File: src/rtl/bus_reg_bank_if.sv
// Request/response bus between a master and the bus_reg_bank register bank.
interface bus_reg_bank_if #(
  parameter int ADDR_W = 16,
  parameter int DATA_W = 64
) ();
  logic              req;
  logic              wr;
  logic [ADDR_W-1:0] addr;
  logic [DATA_W-1:0] wdata;
  logic              ack;
  logic              err;
  logic [DATA_W-1:0] rdata;

  modport master (output req, wr, addr, wdata, input ack, err, rdata);
  modport slave  (input req, wr, addr, wdata, output ack, err, rdata);
endinterface

File: src/rtl/bus_reg_bank.sv
// Parametrised register bank with req/ack/err bus and start pulse from CONT_REG bit 0.
// Define BUS_REG_BANK_ERR_CNT_EN to map a saturating miss counter at BASE_ADDR+NUM_REGS.
module bus_reg_bank #(
  parameter int              DATA_W    = 64,
  parameter int              ADDR_W    = 16,
  parameter int              NUM_REGS  = 3,
  parameter logic [ADDR_W-1:0] BASE_ADDR = 16'h0120
) (
  input  logic                       clk,
  input  logic                       reset,
  bus_reg_bank_if.slave              bus,
  output logic [NUM_REGS*DATA_W-1:0] reg_out,
  output logic                       start
);

`ifdef BUS_REG_BANK_ERR_CNT_EN
  localparam int CNT_SLOTS = 1;
`else
  localparam int CNT_SLOTS = 0;
`endif
  localparam longint unsigned WIN_END  = 64'(BASE_ADDR) + 64'(NUM_REGS + CNT_SLOTS) - 64'd1;
  localparam longint unsigned ADDR_MAX = (64'd1 << ADDR_W) - 64'd1;
  localparam int              IDX_W    = (NUM_REGS > 1) ? $clog2(NUM_REGS) : 1;

  if (WIN_END > ADDR_MAX) begin : g_window_check
    $error("bus_reg_bank: register window extends past the top of the address space");
  end
  if (NUM_REGS < 2 || NUM_REGS > 64 || DATA_W < 8) begin : g_param_check
    $error("bus_reg_bank: NUM_REGS must be 2..64 and DATA_W at least 8");
  end

  typedef enum logic {S_IDLE, S_RESP} state_t;

  state_t            r_state;
  state_t            w_state_nxt;
  logic [DATA_W-1:0] r_regs [NUM_REGS];
  logic [DATA_W-1:0] r_rdata;
  logic              r_err;
  logic [ADDR_W-1:0] w_off;
  logic [IDX_W-1:0]  w_sel;
  logic              w_hit;
  logic              w_cnt_hit;
  logic              w_accept;
  logic [DATA_W-1:0] w_cnt_ext;

  // Offset is taken at bus width, so addresses below the base never alias into the window.
  assign w_off    = bus.addr - BASE_ADDR;
  assign w_hit    = (bus.addr >= BASE_ADDR) && (w_off < ADDR_W'(NUM_REGS));
  assign w_sel    = w_off[IDX_W-1:0];
  assign w_accept = (r_state == S_IDLE) && bus.req;

  always_ff @(posedge clk or posedge reset) begin
    if (reset) r_state <= S_IDLE;
    else       r_state <= w_state_nxt;
  end

  always_comb begin
    w_state_nxt = r_state;
    case (r_state)
      S_IDLE:  if (bus.req) w_state_nxt = S_RESP;
      S_RESP:  w_state_nxt = S_IDLE;
      default: w_state_nxt = S_IDLE;
    endcase
  end

  assign bus.ack   = (r_state == S_RESP);
  assign bus.err   = bus.ack & r_err;
  assign bus.rdata = r_rdata;
  assign start     = r_regs[0][0];

  // Start bit clears on the edge after it was set; a write on that same edge still wins.
  always_ff @(posedge clk or posedge reset) begin
    if (reset) begin
      for (int i = 0; i < NUM_REGS; i++) r_regs[i] <= '0;
    end else begin
      if (r_regs[0][0]) r_regs[0][0] <= 1'b0;
      if (w_accept && bus.wr && w_hit) r_regs[w_sel] <= bus.wdata;
    end
  end

  always_ff @(posedge clk or posedge reset) begin
    if (reset) begin
      r_rdata <= '0;
      r_err   <= 1'b0;
    end else if (w_accept) begin
      r_err <= !(w_hit || w_cnt_hit);
      if (!w_hit && !w_cnt_hit) r_rdata <= '0;
      else if (!bus.wr)         r_rdata <= w_hit ? r_regs[w_sel] : w_cnt_ext;
    end
  end

  for (genvar g = 0; g < NUM_REGS; g++) begin : g_reg_out
    assign reg_out[g*DATA_W +: DATA_W] = r_regs[g];
  end

`ifdef BUS_REG_BANK_ERR_CNT_EN
  localparam int CNT_W = (DATA_W < 16) ? DATA_W : 16;

  logic [15:0] r_err_cnt;

  function automatic logic [15:0] sat_inc16(input logic [15:0] v);
    return (v == 16'hFFFF) ? v : v + 16'd1;
  endfunction

  assign w_cnt_hit = (bus.addr >= BASE_ADDR) && (w_off == ADDR_W'(NUM_REGS));

  always_ff @(posedge clk or posedge reset) begin
    if (reset) begin
      r_err_cnt <= '0;
    end else if (w_accept) begin
      if (w_cnt_hit && bus.wr)    r_err_cnt <= '0;
      else if (!w_hit && !w_cnt_hit) r_err_cnt <= sat_inc16(r_err_cnt);
    end
  end

  always_comb begin
    w_cnt_ext = '0;
    w_cnt_ext[CNT_W-1:0] = r_err_cnt[CNT_W-1:0];
  end
`else
  assign w_cnt_hit = 1'b0;
  assign w_cnt_ext = '0;
`endif

endmodule

File: src/flat_wrapper.sv
// flat-port wrapper written by rule: the top's interface ports become plain ports
module bus_reg_bank_flat 
#(
  parameter int              DATA_W    = 64,
  parameter int              ADDR_W    = 16,
  parameter int              NUM_REGS  = 3,
  parameter logic [ADDR_W-1:0] BASE_ADDR = 16'h0120
)
  (clk, reset, reg_out, start, bus_req, bus_wr, bus_addr, bus_wdata, bus_ack, bus_err, bus_rdata);
  bus_reg_bank_if #(.ADDR_W(ADDR_W), .DATA_W(DATA_W)) bus_i ();
  input  logic clk;
  input  logic reset;
  output logic [NUM_REGS*DATA_W-1:0] reg_out;
  output logic start;
  input wire logic [$bits(bus_i.req)-1:0] bus_req;
  input wire logic [$bits(bus_i.wr)-1:0] bus_wr;
  input wire logic [$bits(bus_i.addr)-1:0] bus_addr;
  input wire logic [$bits(bus_i.wdata)-1:0] bus_wdata;
  output wire logic [$bits(bus_i.ack)-1:0] bus_ack;
  output wire logic [$bits(bus_i.err)-1:0] bus_err;
  output wire logic [$bits(bus_i.rdata)-1:0] bus_rdata;
  assign bus_i.req = bus_req;
  assign bus_i.wr = bus_wr;
  assign bus_i.addr = bus_addr;
  assign bus_i.wdata = bus_wdata;
  assign bus_ack = bus_i.ack;
  assign bus_err = bus_i.err;
  assign bus_rdata = bus_i.rdata;
  bus_reg_bank #(.DATA_W(DATA_W), .ADDR_W(ADDR_W), .NUM_REGS(NUM_REGS), .BASE_ADDR(BASE_ADDR)) u_core (.clk(clk), .reset(reset), .bus(bus_i), .reg_out(reg_out), .start(start));
endmodule
File: config.mk
export PLATFORM = sky130hd
export DESIGN_NAME = bus_reg_bank_flat
export DESIGN_NICKNAME = d
export VERILOG_FILES = /design/src/rtl/bus_reg_bank_if.sv /design/src/rtl/bus_reg_bank.sv /design/src/flat_wrapper.sv
export SDC_FILE = /design/constraint.sdc
export NUM_CORES = 1
export LEC_CHECK = 0
export BUFFER_PORTS_ARGS = -buffer_cell sky130_fd_sc_hd__buf_2
export CAP_MARGIN = 15
export CORE_ASPECT_RATIO = 2
export CORE_MARGIN = 2
export CORE_UTILIZATION = 49
export CTS_CLUSTER_SIZE = 20
export DETAILED_ROUTE_END_ITERATION = 6
export GPL_TIMING_DRIVEN = 0
export PLACE_DENSITY = 0.88
export SETUP_SLACK_MARGIN = 0.4
export SLEW_MARGIN = 20
export SYNTH_ARGS = -nofsm -noshare
export SYNTH_HDL_FRONTEND = slang
export SYNTH_SLANG_ARGS = --single-unit
File: constraint.sdc
create_clock -name clk -period 22.9 [get_ports clk]
set_input_delay 4.58 -clock clk [delete_from_list [all_inputs] [get_ports clk]]
set_output_delay 4.58 -clock clk [all_outputs]
set_load 0.005 [all_outputs]
Yosys cells after proc, flatten, opt, wreduce, memory -nomap -nowiden
Index checks and enable logic that the tools add are counted.
{ "op_classes": {"add_sub_neg": 1, "mul": 0, "div_mod_pow": 0, "order_cmp": 4, "eq_ne": 1, "shift": 0, "n_mux": 11, "bitwise": 3, "n_reduce_logical": 7} }
{ "ops": {"columns": ["op", "count"], "rows": [
  ["2-to-1 mux 64 bit", 5],
  ["bitwise mux 192 bit", 1],
  ["2-to-1 mux 129 bit", 1],
  ["binary-select mux 64 bit (select 2 bit)", 1],
  ["demux 64 bit (select 2 bit)", 1],
  ["greater-or-equal comparator 16 x 9 -> 1 bit (second input constant)", 1],
  ["less-than comparator 16 x 2 -> 1 bit (second input constant)", 1],
  ["subtractor 16 x 9 -> 16 bit (second input constant)", 1],
  ["logical AND 1 bit", 5],
  ["greater-or-equal comparator 3 bit (second input constant)", 1],
  ["less-than comparator 3 x 1 -> 1 bit (second input constant)", 1],
  ["inverter 2 -> 3 bit", 1],
  ["!= test 2 bit (second input constant)", 1],
  ["one-hot mux 1 bit (2 select lines)", 1],
  ["AND reduction 2 bit", 1],
  ["AND 1 bit", 1],
  ["logical NOT 1 bit", 1],
  ["2-to-1 mux 1 bit", 1],
  ["inverter 1 bit", 1]
]} }
{ "totals": {"reg_bits": 258, "latchBits": 0, "mem_bits_rw": 0, "mem_bits_ro": 0, "in_bits": 84, "word_cells": 34, "n_memories": 0} }

Logic depth before layout (Yosys ltp)
{ "depth": {"word_depth": 8, "depth_mapped": 8, "ltp_nobuf": 6} }

Least setup slack after synthesis
Ideal clock, no wire load.
{ "synth_timing": {"path_kind": "input port to flip-flop", "from": "in bus_addr[5]", "to": "reg u_core.r_regs (netlist bit u_core.reg_out[100])", "arrival_time_ps": 6279, "t_required_ps": 22775, "slack_ps": 16496, "path_stages": 8, "n_path_buf": 2, "path_cell_list": "inv_1 -> ha_1 -> xnor2_1 -> nor4b_4 -> and4b_1 -> buf_6 -> buf_12 -> mux2_2"} }
{ "synth_between": {"elab_chain_cells": 4} }
{ "synth_lines": {"columns": ["item", "line_no", "source"], "rows": [
  ["start: declaration", "flat_wrapper.sv:17", "input wire logic [$bits(bus_i.addr)-1:0] bus_addr;"],
  ["subtractor 16 x 9 -> 16 bit", "bus_reg_bank.sv:47", "assign w_off = bus.addr - BASE_ADDR;"],
  ["less-than comparator 16 x 2 -> 1 bit", "bus_reg_bank.sv:48", "assign w_hit = (bus.addr >= BASE_ADDR) && (w_off < ADDR_W'(NUM_REGS));"],
  ["logical AND 1 bit *", "bus_reg_bank.sv:48", null],
  ["logical AND 1 bit *", "bus_reg_bank.sv:77", "if (w_accept && bus.wr && w_hit) r_regs[w_sel] <= bus.wdata;"],
  ["end signal: indexed assignment", "bus_reg_bank.sv:77", null],
  ["end: declaration", "bus_reg_bank.sv:36", "logic [DATA_W-1:0] r_regs [NUM_REGS];"]
]} }
Every way passes the cells marked *; elsewhere a longest branch is shown, timed or not.
A chain may end at the register's enable or synchronous reset.

Final worst setup path
{ "layout_timing": {"from": "in bus_addr[5]", "to": "reg u_core.r_rdata[48], in the netlist u_core.bus.rdata[48]"} }
{ "layout_between": {"elab_chain_cells": 5} }
{ "layout_lines": {"columns": ["item", "line_no", "source"], "rows": [
  ["subtractor 16 x 9 -> 16 bit", "bus_reg_bank.sv:47", null],
  ["less-than comparator 16 x 2 -> 1 bit", "bus_reg_bank.sv:48", null],
  ["logical AND 1 bit *", "bus_reg_bank.sv:48", null],
  ["!= test 2 bit (no line)", null, null],
  ["AND reduction 2 bit (no line)", null, null],
  ["end signal: assignment", "bus_reg_bank.sv:88", "else if (!bus.wr) r_rdata <= w_hit ? r_regs[w_sel] : w_cnt_ext;"],
  ["end: declaration", "bus_reg_bank.sv:37", "logic [DATA_W-1:0] r_rdata;"]
]} }
Marks and branches as above.

==> run metrics <==
WP data arrival=7.00 ns; # IOs=343; final-report hold violation count=0; routability cong.=0.8545; CP max FO=10; cts bufs inserted=24; post-layout min period=6.542 ns; CTS root buf=clkbuf_16; Synth Area per Inst=14.34 µm²; flop-to-flop setup slack=20.45 ns; setup TNS=0 ns; Setup crit end kind=flop; total clock sinks=258; synthesis-stage register bit count=258; Total Power=894.9 µW; fmax=0.1529 GHz; Port Buf Inserts=341; endpoints failing setup=0; first-pass GRT wire length=49720 µm; skew final=0.01095 ns; Hold Slack=0.5028 ns; Leak=8.063 nW; Area Overhead vs Synth=25.25%; CTS Buffer Depth=3; WL final=32380 µm; PostCTS Resize Cnt=0; max_cap viols=0; most frequent cells in the layout=buf_2, dfrtp_1, mux2_1; WS Path Type=in2reg; Gate Count Post-Synth=798; NumNets Final=1252; Setup crit start=bus_addr[5]; antenna violations before repair=0; GRT overflow=0; drt via density=5.646; FF-to-FF path depth=6; vias in the first global route=8919; initial drt markers=426; Skew-Pair Late Insertion Delay=0.52 ns; die extent in y=220.1 µm; Crit path required time=23.36 ns; # hold bufs at CTS=0; Reg clk slew, reported paths=0.07 ns; core area=0.02313 mm²; crit path to=u_core.bus.rdata[48]$_DFFE_PP0P_; Fillers=1779; DRC Markers=0; share of cells above drive strength 1=0.5021; via count=8283; hpwl dp=23360 µm; DRT antenna net count=0; crit share post-route=0.2857; post-synth net total=883; CTS tree=built; status=finished, final reports clean; maximum vdd drop=0.08091 mV; Final Max Tran Viols=0; FP Rows=79; Die Area=0.02467 mm²; Worst setup SP type=input pin; Final Util=0.6198; commonest non-fill, non-tap cell in the layout=buf_2; P per Cell Area=62.43 mW/mm²; pin count of the biggest net entering global routing=106; wire length per cell=22.07 µm; Hold Path Class=reg2reg; RSZ-0062 raised after global routing=false; Synth warnings=0; H-tree level count=1; Pre-antenna DRT Iters=4; reg2reg start=u_core.bus.ack$_DFF_PP0_; postcts setup bufs=0; worst r2r dst=u_core.bus.rdata[48]$_DFFE_PP0P_; Mapped Area=0.01144 mm²; Initial Utilization=0.4948; max_slew headroom=0.2592; sequential element share of the synthesized area=0.5641; Total GRT Usage=0.2544; worst-margin pin slew=1.107 ns; post-synth cell types=37; Horiz. Die Dim=112.1 µm
-- how the worst min path moves through the flow --
| stage | from | end | cells past startpoint |
|---|---|---|---|
| after floorplan | u_core.r_err$_DFFE_PP0P_ | u_core.r_err$_DFFE_PP0P_ | 1 |
| after global placement | u_core.bus.rdata[36]$_DFFE_PP0P_ | u_core.bus.rdata[36]$_DFFE_PP0P_ | 1 |
| after detailed placement | u_core.bus.rdata[43]$_DFFE_PP0P_ | u_core.bus.rdata[43]$_DFFE_PP0P_ | 1 |
| after CTS | u_core.bus.rdata[8]$_DFFE_PP0P_ | u_core.bus.rdata[8]$_DFFE_PP0P_ | 1 |
| after global routing | u_core.bus.rdata[6]$_DFFE_PP0P_ | u_core.bus.rdata[6]$_DFFE_PP0P_ | 1 |
| final | u_core.bus.rdata[22]$_DFFE_PP0P_ | u_core.bus.rdata[22]$_DFFE_PP0P_ | 1 |
-- per-layer routing --
metal | up-vias | GRT usage | share of wire
li1 | 3622 | - | -
met1 | 4226 | 0.2885 | 0.36
met2 | 336 | 0.4624 | 0.54
met3 | 99 | 0.03725 | 0.049
met4 | 0 | 0.1333 | 0.051
met5 | - | 0 | 0
-- critical path, cell delays in order --
cell and delay, ns:
buf_2 0.12, inv_1 0.09, ha_1 0.31, and4b_1 0.21, nand2_1 0.13, nor4_4 0.89
clkbuf_1 0.46, a22o_1 0.20
-- synth_stat cells, drive strengths merged --
cell type	n	area [µm²]
mux2i	64	640.6
buf	37	396.6
ha	1	12.51
a22o	64	620.6
inv	5	18.77
nand2b	1	6.260
nor4	6	65.06
o21ai	64	320.3
nor3	1	5.000
and2	1	6.260
nand2	69	259.0
nand4	3	48.80
clkbuf	17	63.81
o31ai	1	21.27
and3	2	12.51
xor2	1	8.760
nand3	2	15.01
nor4b	2	32.53
nor2b	1	6.260
xnor2	2	25.03
dfrtp	258	6456
o41ai	1	27.53
or3	1	6.260
mux2	192	2350
and4b	2	20.02
-- state kept, by name, summed over array words and instances (netlist names) --
register and cells:
u_core.bus.ack 1, u_core.r_err 1, u_core.bus.rdata 64, u_core.reg_out 192
-- per-stage QoR --
| step | cells | setup WS [ns] | cell area, µm² |
|---|---|---|---|
| final | 1467 | 16.36 | 14340 |
| after detailed placement | 1424 | 15.85 | 13570 |
| after global routing | 1466 | 16.25 | 14330 |
| after global placement | 1422 | 8.802 | 13510 |
| after floorplan | 798 | 11.22 | 11440 |
| after CTS | 1466 | 16.41 | 14330 |
-- cells by family (layout without fill, tap and decap cells) --
logic type      count (synthesis)  in the layout  synth area share
simple gates                   91             91           0.04220
mux                           256            256            0.2613
compound gates                130            130           0.08648
fa+ha+maj                       1              1          0.001093
flops                         258            258            0.5641
other cells                     0              1                 0
xor+xnor                        3              3          0.002952
buf+inv                        59            444           0.04187
-- cell type report --
| cell class | instances | area, µm² | share of cell area |
|---|---|---|---|
| sequential | 258 | 6456 | 0.4504 |
| multi-input combinational | 481 | 4509 | 0.3146 |
| timing repair buffer | 343 | 1762 | 0.1229 |
| clock buffer | 36 | 706.9 | 0.04931 |
| buffer | 54 | 460.4 | 0.03212 |
| tap | 283 | 354.1 | 0.02470 |
| clock inverter | 6 | 57.56 | 0.004015 |
| inverter | 5 | 26.28 | 0.001833 |
| antenna | 1 | 2.502 | 0.0001746 |
-- power by group --
| group | total (mW) | switching [mW] | internal (mW) |
|---|---|---|---|
| registers | 0.456 | 0.000123 | 0.456 |
| logic | 0.0420 | 0.0291 | 0.0129 |
| clock network | 0.397 | 0.173 | 0.224 |
Note: power is estimated with default switching activity, not from simulation.
